<file path="config.mk">
export PLATFORM = sky130hd
export DESIGN_NAME = sub_32_seq_flat
export DESIGN_NICKNAME = d
export VERILOG_FILES = /design/src/rtl/sub_32_seq_if.sv /design/src/rtl/sub_32_seq.sv /design/src/flat_wrapper.sv
export SDC_FILE = /design/constraint.sdc
export NUM_CORES = 1
export LEC_CHECK = 0
export ABC_CLOCK_PERIOD_IN_PS = 9700
export CAP_MARGIN = 5
export CORE_MARGIN = 4
export CORE_UTILIZATION = 30
export DETAILED_ROUTE_END_ITERATION = 6
export DONT_BUFFER_PORTS = 1
export GPL_TIMING_DRIVEN = 0
export PLACE_DENSITY = 0.52
export SLEW_MARGIN = 20
export SYNTH_ARGS = -nofsm -noshare
export SYNTH_HDL_FRONTEND = slang
export SYNTH_SLANG_ARGS = --single-unit
export TNS_END_PERCENT = 50
</file>
<file path="constraint.sdc">
create_clock -name clk -period 9.7 [get_ports clk]
set_input_delay 1.455 -clock clk [delete_from_list [all_inputs] [get_ports clk]]
set_output_delay 1.455 -clock clk [all_outputs]
set_load 0.005 [all_outputs]
</file>
<file path="src/rtl/sub_32_seq_if.sv">
// Operand/result handshake bundle for the sequential 32-bit subtractor.
// slave is the subtractor side, master is the producer/consumer side.
interface sub_32_seq_if;
    logic        in_valid;
    logic        in_ready;
    logic [31:0] a;
    logic [31:0] b;
    logic        b_in;
    logic        out_valid;
    logic        out_ready;
    logic [31:0] diff;
    logic        b_out;
    logic        ovf;

    modport slave (
        input  in_valid,
        input  a,
        input  b,
        input  b_in,
        input  out_ready,
        output in_ready,
        output out_valid,
        output diff,
        output b_out,
        output ovf
    );

    modport master (
        output in_valid,
        output a,
        output b,
        output b_in,
        output out_ready,
        input  in_ready,
        input  out_valid,
        input  diff,
        input  b_out,
        input  ovf
    );
endinterface

</file>
<file path="src/rtl/sub_32_seq.sv">
// Byte-serial 32-bit subtractor with borrow in/out and signed overflow flag.
// Latency: result valid 4 cycles after the accept edge; one operation in flight.
// Backpressure: result held in DONE until out_ready; in_ready only while idle.
module sub_32_seq (
    input  logic        clk,
    input  logic        rst,
    sub_32_seq_if.slave bus
);
    typedef enum logic [1:0] {
        IDLE = 2'd0,
        CALC = 2'd1,
        DONE = 2'd2
    } state_t;

    state_t      state_q;
    state_t      state_d;
    logic [1:0]  cnt_q;
    logic [31:0] a_q;
    logic [31:0] b_q;
    logic        borrow_q;
    logic [31:0] diff_q;
    logic        b_out_q;
    logic        ovf_q;

    logic        accept;
    logic        handshake;
    logic        last_chunk;
    logic [4:0]  byte_lsb;
    logic [7:0]  a_byte;
    logic [7:0]  b_byte;
    logic [8:0]  byte_res;

    assign accept     = bus.in_valid  && (state_q == IDLE);
    assign handshake  = bus.out_ready && (state_q == DONE);
    assign last_chunk = (state_q == CALC) && (cnt_q == 2'd3);
    assign byte_lsb   = {cnt_q, 3'b000};

    // One byte per CALC cycle; bit 8 of the 9-bit difference is the borrow out.
    always_comb begin
        a_byte   = a_q[byte_lsb +: 8];
        b_byte   = b_q[byte_lsb +: 8];
        byte_res = {1'b0, a_byte} - {1'b0, b_byte} - {8'd0, borrow_q};
    end

    always_comb begin
        state_d = state_q;
        case (state_q)
            IDLE:    if (accept)     state_d = CALC;
            CALC:    if (last_chunk) state_d = DONE;
            DONE:    if (handshake)  state_d = IDLE;
            default:                 state_d = IDLE;
        endcase
    end

    always_ff @(posedge clk) begin
        if (rst) begin
            state_q  <= IDLE;
            cnt_q    <= 2'd0;
            a_q      <= 32'd0;
            b_q      <= 32'd0;
            borrow_q <= 1'b0;
            diff_q   <= 32'd0;
            b_out_q  <= 1'b0;
            ovf_q    <= 1'b0;
        end else begin
            state_q <= state_d;
            case (state_q)
                IDLE: begin
                    if (accept) begin
                        a_q      <= bus.a;
                        b_q      <= bus.b;
                        borrow_q <= bus.b_in;
                        cnt_q    <= 2'd0;
                    end
                end
                CALC: begin
                    diff_q[byte_lsb +: 8] <= byte_res[7:0];
                    borrow_q              <= byte_res[8];
                    cnt_q                 <= cnt_q + 2'd1;
                    if (last_chunk) begin
                        b_out_q <= byte_res[8];
                        // byte_res[7] is the final diff[31]
                        ovf_q   <= (a_q[31] ^ b_q[31]) & (byte_res[7] ^ a_q[31]);
                    end
                end
                default: ;
            endcase
        end
    end

    assign bus.in_ready  = (state_q == IDLE);
    assign bus.out_valid = (state_q == DONE);
    assign bus.diff      = diff_q;
    assign bus.b_out     = b_out_q;
    assign bus.ovf       = ovf_q;
endmodule
</file>
<file path="src/flat_wrapper.sv">
// flat-port wrapper written by rule: the top's interface ports become plain ports
module sub_32_seq_flat 
  (clk, rst, bus_in_valid, bus_a, bus_b, bus_b_in, bus_out_ready, bus_in_ready, bus_out_valid, bus_diff, bus_b_out, bus_ovf);
  sub_32_seq_if bus_i ();
  input  logic clk;
  input  logic rst;
  input wire logic [$bits(bus_i.in_valid)-1:0] bus_in_valid;
  input wire logic [$bits(bus_i.a)-1:0] bus_a;
  input wire logic [$bits(bus_i.b)-1:0] bus_b;
  input wire logic [$bits(bus_i.b_in)-1:0] bus_b_in;
  input wire logic [$bits(bus_i.out_ready)-1:0] bus_out_ready;
  output wire logic [$bits(bus_i.in_ready)-1:0] bus_in_ready;
  output wire logic [$bits(bus_i.out_valid)-1:0] bus_out_valid;
  output wire logic [$bits(bus_i.diff)-1:0] bus_diff;
  output wire logic [$bits(bus_i.b_out)-1:0] bus_b_out;
  output wire logic [$bits(bus_i.ovf)-1:0] bus_ovf;
  assign bus_i.in_valid = bus_in_valid;
  assign bus_i.a = bus_a;
  assign bus_i.b = bus_b;
  assign bus_i.b_in = bus_b_in;
  assign bus_i.out_ready = bus_out_ready;
  assign bus_in_ready = bus_i.in_ready;
  assign bus_out_valid = bus_i.out_valid;
  assign bus_diff = bus_i.diff;
  assign bus_b_out = bus_i.b_out;
  assign bus_ovf = bus_i.ovf;
  sub_32_seq u_core (.clk(clk), .rst(rst), .bus(bus_i));
endmodule
</file>
==> results.toml <==
[critical_path]
crit_type = "reg -> reg"
path_cells = "buf_2, buf_1, mux4_2, ha_1, inv_1, ha_1, clkbuf_1, and2_1, a311o_1, or3_4, a211o_1, a311oi_1"
r2r_end = "u_core.bus.ovf"
r2r_cells = 12
crit_path_start = "u_core.cnt_q[0]"
crit_buf_inv = 4
cp_data_arrival_time_ns = 4.61
r2r-start = "u_core.cnt_q[0]"
crit_top_cell = "ha_1"
worstPathMaxFanout = 10
slowest_delay_ns = 0.66
required_ns = 9.96
end_kind = "flip-flop"
crit_family = "buffers and inverters"
critPathSlowestCell = "buf_1"
reg2reg_slack_ns = 5.35
worstSetupStartpointType = "flip-flop"

[detailed_routing]
ant_nets = 0
num_vias = 3693
via_per_inst = 5.05
drt_iter0_drc = 196
routedWlPerCell_um = 18.0
drc = 0
routed_wl_um = 13200
drt_pass1_iterations = 4

[final_layout]
utilization_pct = 34.6
regArea_um2 = 2060
final_nets = 632
stdcell_area_um2 = 5090
drive_above_1_share_pct = 6.03
fill_cells = 1557
antenna_cells = 0
area_growth_pct = 11.4
multi_input_area_um2 = 2290

[grt]
antenna_found_initial = 0
grt_usage_pct = 15.6
grt_pass1_wl_um = 21200
grt_start_max_net_pins = 17
grt_pass1_vias = 3885
grt-ovfl-total = 0

[outcome]
status = "finished, final reports clean"

[logic_synthesis]
synth-seq-cells = 103
synth-seq-area-share_pct = 45.1
synth_warnings = 0
synth_top_area_cell = "dfxtp_1"
synth_cell_types = 38
synth.area.top_cells = "dfxtp_1 (45%), nand2_1 (11%), mux4_2 (7.9%)"
synth.cell_area_um2 = 4570
synth_top_area_share_pct = 45.1
syn_area_per_cell_um2 = 8.59
synth_fp_nets = 621
netlist_instances = 532

[worst_hold_path]
worstHoldStart = "u_core.b_q[7]"
hold_end = "u_core.b_q[7]"
whs_path_depth = 2
hold_class = "reg -> reg"

[floorplanning]
pin_count = 105
die_h_um = 131
die_x_um = 131
die_area_um2 = 17300
fp-row-count = 44
coreArea_um2 = 14700
initial_utilization_pct = 31.1

[timing]
max_freq_ghz = 0.230
slew_violations = 0
worst_pin_slew_ns = 0.803
hold_viol_final = 0
slew_headroom_pct = 46.0
rsz0062_at_grt = "false"
fin_tns_setup_ns = 0
setup_viol = 0
fin_skew_ns = 0.00944
period_share_pct = 44.9
fin_crit_ns = 4.35

[power]
ir_worst_vdd_mv = 0.0961
powerDensity_nw_per_um2 = 196
leakage_nw = 1.85

[clocking]
htree_levels = 3
cts.sinks = 103
post-cts-setup-buffers = 0
clock_path_buffers = 2
numCtsBuffers = 9
ctsResizeCount = 0
insertion_delay_ns = 0.35
root_buffer = "clkbuf_16"
cts_tree = "built"
cts_hold_buffers = 0
path_clk_slew_ns = 0.07

[placed_design]
dp_hpwl_um = 10300
port_buffers = 0
gp_congestion = 0.805
post_dp_cell_area_um2 = 4800

[run]
drv_cap = 0
## report_power, final
part | leakage (nW) | switching, W | internal (W)
sequential | 0.841 | 0.0000127 | 0.000444
clock | 0.140 | 0.000158 | 0.000201
combinational | 0.866 | 0.000116 | 0.0000658
## state kept, by name, summed over array words and instances (netlist names)
register          cells
u_core.state_q        2
u_core.bus.b_out      1
u_core.cnt_q          2
u_core.bus.ovf        1
u_core.bus.diff      32
u_core.borrow_q       1
u_core.a_q           32
u_core.b_q           32
## layout by cell type, fill, tap and decap left out, types with 3 or more instances in the layout
cell	count
nand3b_1	9
o21ai_0	5
and2_1	4
nand2_1	139
inv_1	24
dfxtp_1	103
nand2b_1	6
mux4_2	16
a211oi_1	4
o31ai_1	4
nor2_1	33
xnor2_1	4
buf_1	6
ha_1	18
nor3_1	4
a22oi_1	20
a221o_1	3
or3_1	3
clkbuf_1	28
nor2b_1	6
clkbuf_16	9
nor4_1	4
a21oi_1	71
## worst min-delay path, delay by kind of cell, from the launching register on
family           cells  cell delay [ns]
flip-flops           1             0.31
AND/OR/NAND/NOR      1             0.05
AO/OA/AOI/OAI        1             0.05
## cells by family after synthesis
| group | after synthesis | synth area share [%] |
|---|---|---|
| AOI/OAI and AO/OA | 113 | 14.7 |
| buffers and inverters | 58 | 4.82 |
| muxes | 17 | 8.11 |
| DFF | 103 | 45.1 |
| adders and majority gates | 20 | 5.81 |
| xor gates and xnor gates | 5 | 0.959 |
| and+or+nand+nor | 216 | 20.5 |
## stage by stage
step,hold WS [ns],std cells,setup WS (ns),total power [W]
detailed placement,0.447,716,5.34,0.000649
finish,0.454,731,5.35,0.000998
floorplan,0.433,532,5.98,0.000597
CTS,0.457,731,5.30,0.00101
global placement,0.439,716,5.37,0.000645
global route,0.480,731,5.05,0.00105
## synthesized netlist by cell type
library cell and number:
a211o_1 1, a211oi_1 4, a21o_1 1, a21oi_1 71, a221o_1 3, a221oi_1 1, a22oi_1 20, a311o_1 1
a311oi_1 1, and2_1 4, and2_4 1, and3_1 2, buf_1 6, buf_2 2, clkbuf_1 26, dfxtp_1 103
fa_1 2, ha_1 18, inv_1 24, mux2i_1 1, mux4_2 16, nand2_1 139, nand2b_1 6, nand3_1 1
nand3b_1 9, nand4_1 2, nor2_1 33, nor2b_1 6, nor3_1 4, nor4_1 4, o21ai_0 5, o21bai_1 1
o31ai_1 4, or3_1 3, or3_4 1, or4_1 1, xnor2_1 4, xor2_1 1
## worst max-delay path by stage
| stage | end | slack [ns] | depth (start not counted) |
|---|---|---|---|
| after floorplan | u_core.bus.ovf | 5.98 | 11 |
| after global placement | u_core.bus.ovf | 5.37 | 12 |
| after detailed placement | u_core.bus.ovf | 5.34 | 12 |
| after CTS | u_core.bus.ovf | 5.30 | 12 |
| after global routing | u_core.bus.diff[7] | 5.05 | 12 |
| final | u_core.bus.ovf | 5.35 | 12 |
## layout make-up
| type | count | area share (%) |
|---|---|---|
| multi-input cells | 371 | 44.9 |
| flip-flops and latches | 103 | 40.5 |
| clock buffers | 11 | 4.57 |
| well taps | 184 | 4.53 |
| plain buffers | 34 | 2.56 |
| inverters | 24 | 1.77 |
| clock inverters | 4 | 1.11 |
## metal layers
layer  GRT usage, %  share of wire, %  up-vias
met4           4.38               1.7        0
met1           19.2                44     1733
li1               -                 -     1833
met3           6.27               7.9       21
met5              0                 0        -
met2           25.2                47      106
(Power assumes the default switching activity.)
